===== config.mk =====
export PLATFORM = sky130hd
export DESIGN_NAME = shreg_univ
export DESIGN_NICKNAME = d
export VERILOG_FILES = /design/src/rtl/shreg_pkg.sv /design/src/rtl/shreg_burst_ctrl.sv /design/src/rtl/shreg_univ.sv
export SDC_FILE = /design/constraint.sdc
export NUM_CORES = 1
export LEC_CHECK = 0
export ABC_AREA = 1
export BUFFER_PORTS_ARGS = -buffer_cell sky130_fd_sc_hd__buf_2
export CORE_MARGIN = 2
export CORE_UTILIZATION = 40
export DETAILED_ROUTE_END_ITERATION = 8
export PLACE_DENSITY = 0.62
export SYNTH_ARGS = -nofsm -noshare
export SYNTH_HDL_FRONTEND = slang
export SYNTH_HIERARCHICAL = 1
export SYNTH_SLANG_ARGS = --single-unit
export TNS_END_PERCENT = 30

===== constraint.sdc =====
create_clock -name clk -period 1.8 [get_ports clk]
set_input_delay 0.36 -clock clk [delete_from_list [all_inputs] [get_ports clk]]
set_output_delay 0.36 -clock clk [all_outputs]
set_load 0.005 [all_outputs]

===== src/rtl/shreg_pkg.sv =====
// Shared constants for the universal shift register: operating modes and shift directions.
package shreg_pkg;

  localparam logic [1:0] MODE_HOLD   = 2'b00;
  localparam logic [1:0] MODE_SHIFT  = 2'b01;
  localparam logic [1:0] MODE_LOAD   = 2'b10;
  localparam logic [1:0] MODE_ROTATE = 2'b11;

  localparam logic DIR_LEFT  = 1'b0;
  localparam logic DIR_RIGHT = 1'b1;

endpackage


===== src/rtl/shreg_burst_ctrl.sv =====
// Burst sequencer: tracks the remaining step count, raises busy during a burst and
// pulses done for one cycle after the last step. Issues load/step strobes to the datapath.
module shreg_burst_ctrl #(
  parameter int WIDTH = 4
) (
  input  logic clk,
  input  logic rst,
  input  logic enb,
  input  logic start,
  output logic load,
  output logic step,
  output logic busy,
  output logic done
);

  localparam int CNT_W = $clog2(WIDTH + 1);

  logic [CNT_W-1:0] cnt_q, cnt_d;
  logic             busy_q, busy_d;
  logic             done_q, done_d;

  assign step = enb & busy_q;
  assign load = enb & ~busy_q & start;
  assign busy = busy_q;
  assign done = done_q;

  always_comb begin
    cnt_d  = cnt_q;
    busy_d = busy_q;
    // done is a pulse: it drops on the next edge even while enb is low
    done_d = 1'b0;
    if (step) begin
      if (cnt_q != '0) cnt_d = cnt_q - CNT_W'(1);
      if (cnt_q == CNT_W'(1)) begin
        busy_d = 1'b0;
        done_d = 1'b1;
      end
    end else if (load) begin
      cnt_d  = CNT_W'(WIDTH);
      busy_d = 1'b1;
    end
  end

  always_ff @(posedge clk or posedge rst) begin
    if (rst) begin
      cnt_q  <= '0;
      busy_q <= 1'b0;
      done_q <= 1'b0;
    end else begin
      cnt_q  <= cnt_d;
      busy_q <= busy_d;
      done_q <= done_d;
    end
  end

endmodule


===== src/rtl/shreg_univ.sv =====
// WIDTH-generic universal shift register with rotate and an autonomous burst serialiser.
// Optional feature macro: SHREG_ARITH_EN adds the arith port (sign-fill on right shifts).
module shreg_univ
  import shreg_pkg::*;
#(
  parameter int WIDTH = 4
) (
  input  logic             clk,
  input  logic             rst,
  input  logic             enb,
  input  logic             dir,
  input  logic             s_in,
  input  logic [1:0]       mode,
  input  logic [WIDTH-1:0] d,
  input  logic             start,
`ifdef SHREG_ARITH_EN
  input  logic             arith,
`endif
  output logic [WIDTH-1:0] q,
  output logic             s_out,
  output logic             busy,
  output logic             done
);

  logic             load, step;
  logic             arith_sel;
  logic             shift_fill;
  logic [WIDTH-1:0] reg_q, reg_d;
  logic             sout_q, sout_d;

`ifdef SHREG_ARITH_EN
  assign arith_sel = arith;
`else
  assign arith_sel = 1'b0;
`endif

  shreg_burst_ctrl #(.WIDTH(WIDTH)) u_burst_ctrl (
    .clk   (clk),
    .rst   (rst),
    .enb   (enb),
    .start (start),
    .load  (load),
    .step  (step),
    .busy  (busy),
    .done  (done)
  );

  // Returns {outgoing bit, shifted word}.
  function automatic logic [WIDTH:0] shift1(input logic [WIDTH-1:0] v,
                                            input logic right,
                                            input logic fill);
    if (right == DIR_LEFT) shift1 = {v[WIDTH-1], v[WIDTH-2:0], fill};
    else                   shift1 = {v[0], fill, v[WIDTH-1:1]};
  endfunction

  // Sign fill applies to right shifts only; rotates never use this fill.
  assign shift_fill = (dir == DIR_RIGHT && arith_sel) ? reg_q[WIDTH-1] : s_in;

  always_comb begin
    reg_d  = reg_q;
    sout_d = sout_q;
    if (step) begin
      {sout_d, reg_d} = shift1(reg_q, dir, shift_fill);
    end else if (load) begin
      reg_d = d;
    end else if (enb) begin
      case (mode)
        MODE_SHIFT:  {sout_d, reg_d} = shift1(reg_q, dir, shift_fill);
        MODE_LOAD:   reg_d = d;
        MODE_ROTATE: {sout_d, reg_d} = shift1(reg_q, dir,
                       (dir == DIR_RIGHT) ? reg_q[0] : reg_q[WIDTH-1]);
        MODE_HOLD:   ;
        default:     ;
      endcase
    end
  end

  always_ff @(posedge clk or posedge rst) begin
    if (rst) begin
      reg_q  <= '0;
      sout_q <= 1'b0;
    end else begin
      reg_q  <= reg_d;
      sout_q <= sout_d;
    end
  end

  assign q     = reg_q;
  assign s_out = sout_q;

endmodule

==> run_results.csv <==
group,metric,value,unit
run_status,outcome,"finished, final reports clean",
grt,overflow,0,
synth,synth_seq_area_share,31.90,%
place,placed_area,908.4,um^2
setup_path,worstSetupPathType,"reg2reg",
route,wl_per_cell,10.74,um
floorplanning,fp.coreArea,1902,um^2
synth,synthesized_nets,131,
floorplanning,floorplan.die_area,2331,um^2
clock_network,clock_edge_transition_at_the_registers_on_the_reported_setup_and_hold_paths,0.07,ns
route,vias,776,
setup_path,flop2flop_setup_slack,0.31,ns
clock_network,worst_skew_pair.late_latency,0.27,ns
route,first_iter_violations,11,
setup_path,setup.worst_path.start_class,"flop",
place,finalWeightedCongestion,0.7915,
grt,grt_max_degree,7,
timing,worst_hold_slack,0.3930,ns
power_and_ir_drop,ir_drop,399.5,uV
setup_path,worst-endpoint-arrival,1.68,ns
clock_network,ctsLongestPathBuffers,2,
timing,max_slew_margin,84.50,%
synth,post_synth_inst_count,113,
clock_network,cts_buffers,3,
setup_path,max_fanout_on_critical_path,6,
synth,yosys.cell_types.count,18,
floorplanning,floorplan.rows,16,
route,drtPass1Iterations,4,
grt,via_count_of_the_first_global_routing_pass,692,
timing,min_period,1.490,ns
finish,filler_cell_count,189,
finish,fin_area,954.7,um^2
synth,synth.ff_latch_count,10,
finish,antenna-diode-count,0,
finish,most-common-layout-cells,"nand2_1 (41), buf_2 (18), inv_1 (12), dfrtp_1 (10), nor2_1 (9)",
timing,timing.final.setup_violations,0,
setup_path,worst_setup_path_end_kind,"flop",
synth,synth_warnings,6,
route,vias_per_cell,4.761,
route,drcViolationCount,0,
finish,final_common_cell,"nand2_1",
clock_network,clock_tree.root_cell,"clkbuf_4",
timing,report.final.slew_viol_count,0,
floorplanning,floorplan.initialDensity,41.25,%
grt,grt_antenna_before_repair,0,
run,cap_viol_max_count,0,
timing,setup_total_negative_slack,0,ns
finish,final_net_count,155,
timing,timing.fmax,0.6710,GHz
timing,tightest_slew,0.2317,ns
grt,grt_pass1_wl,2704,um
power_and_ir_drop,power_density,660.6,nW/um^2
power_and_ir_drop,p_leak,0.5625,nW
clock_network,ctsHtreeMaxLevel,1,
place,placement.io_buffers,18,
finish,layout_cells_sized_above_1,30.15,%
clock_network,cts_num_sinks,10,
synth,synthesized_area,784.5,um^2
place,place.detailed.hpwl,1438,um
floorplanning,fp.dieW,48.29,um
route,drt_wl_total,1750,um
finish,layout.core_utilization,50.20,%
hold_path,holdCritPathClass,"in2reg",
finish,layout-area-overhead-vs-synth,21.69,%
synth,syn_avg_cell_area,6.942,um^2
timing,grt_setup_unrepaired,"no",
setup_path,crit_required,1.99,ns
timing,final.period_utilization,82.79,%
clock_network,cts_tree,"yes",
timing,fin_worst_skew,0.004959,ns
route,ant_nets,0,
power_and_ir_drop,p_total,0.6307,mW
floorplanning,fp.dieH,48.29,um
grt,grt_usage,16.91,%
clock_network,post_cts_resized,0,
timing,final_hold_viol_count,0,
floorplanning,ios,19,
## worst max-delay path, cell delays in order (launching register included)
cell and delay, ns:
dfrtp_1 0.43, inv_1 0.10, nand3_2 0.14, inv_1 0.12, inv_2 0.05, nor2_1 0.19, nand2_1 0.07, nand2_1 0.09
nor2_1 0.04, a21oi_1 0.17
## through the flow
| step | instances | setup WS (ns) |
|---|---|---|
| floorplan | 113 | 0.5317 |
| global placement | 158 | 0.2491 |
| detailed placement | 158 | 0.2483 |
| CTS | 163 | 0.3095 |
| global route | 163 | 0.1792 |
| finish | 163 | 0.3097 |
## final timing paths
| check | start | endpoint | cells past startpoint |
|---|---|---|---|
| setup / recovery | u_burst_ctrl/busy$_DFFE_PP0P_ | q[3]$_DFFE_PP0P_ | 9 |
| hold / removal | d[1] | q[1]$_DFFE_PP0P_ | 3 |
| setup reg to reg | u_burst_ctrl/busy$_DFFE_PP0P_ | q[3]$_DFFE_PP0P_ | 9 |
| hold reg to reg | s_out$_DFFE_PP0P_ | s_out$_DFFE_PP0P_ | 2 |
| max in group asynchronous | rst | q[3]$_DFFE_PP0P_ | 3 |
| min in group asynchronous | rst | u_burst_ctrl/busy$_DFFE_PP0P_ | 3 |
## power breakdown
part / total [mW] / internal [mW] / switching, mW
clock: 0.206 / 0.123 / 0.0828
sequential: 0.267 / 0.246 / 0.0208
combinational: 0.158 / 0.0663 / 0.0921
## cell type report
type | instances | area (um^2) | share of cell area, %
clock buffers | 4 | 36.28 | 3.801
well taps | 27 | 33.78 | 3.539
flip-flops and latches | 10 | 250.2 | 26.21
repair buffers | 19 | 100.1 | 10.48
inverters | 18 | 68.82 | 7.208
multi-input cells | 85 | 465.4 | 48.75
## state kept, by name (all words and copies together) (netlist names)
| signal | flops |
|---|---|
| q | 4 |
| u_burst_ctrl/cnt_q | 3 |
| s_out | 1 |
| u_burst_ctrl/busy | 1 |
| u_burst_ctrl/done | 1 |
## per-layer routing
layer / global-route usage (%) / part of all wire (%)
met3: 1.481 / 3.7
met1: 21.00 / 46
met2: 26.84 / 48
met5: 0 / 0
met4: 12.97 / 2.2
## cells in the mapped netlist
master	count	area share, %
a21oi_1	6	3.8
a21oi_4	1	2.1
clkinv_2	1	0.64
dfrtp_1	10	32
ha_1	6	9.6
inv_1	12	5.7
inv_2	5	2.4
nand2_1	41	20
nand2_2	6	4.8
nand2_4	2	2.9
nand3_1	5	3.2
nand3_2	3	3.8
nand4_1	2	1.6
nor2_1	9	4.3
o211ai_1	1	0.96
o21a_1	1	0.96
o21ai_1	1	0.64
o21ai_2	1	1.1
## logic make-up after synthesis
| group | Yosys count | synth area share (%) |
|---|---|---|
| simple gates | 68 | 40.19 |
| buf+inv | 18 | 8.771 |
| compound gates | 11 | 9.570 |
| flops | 10 | 31.90 |
| fa+ha+maj | 6 | 9.569 |
## what timing repair did
| action | 4_1_cts | 5_1_grt |
|---|---|---|
| endpoints found under the setup margin | 0 | 0 |
| hold buffers | 1 | 0 |
| setup buffers | 0 | 0 |
| endpoints found under the hold margin | 10 | 0 |
Note: power is estimated with default switching activity, not from simulation.
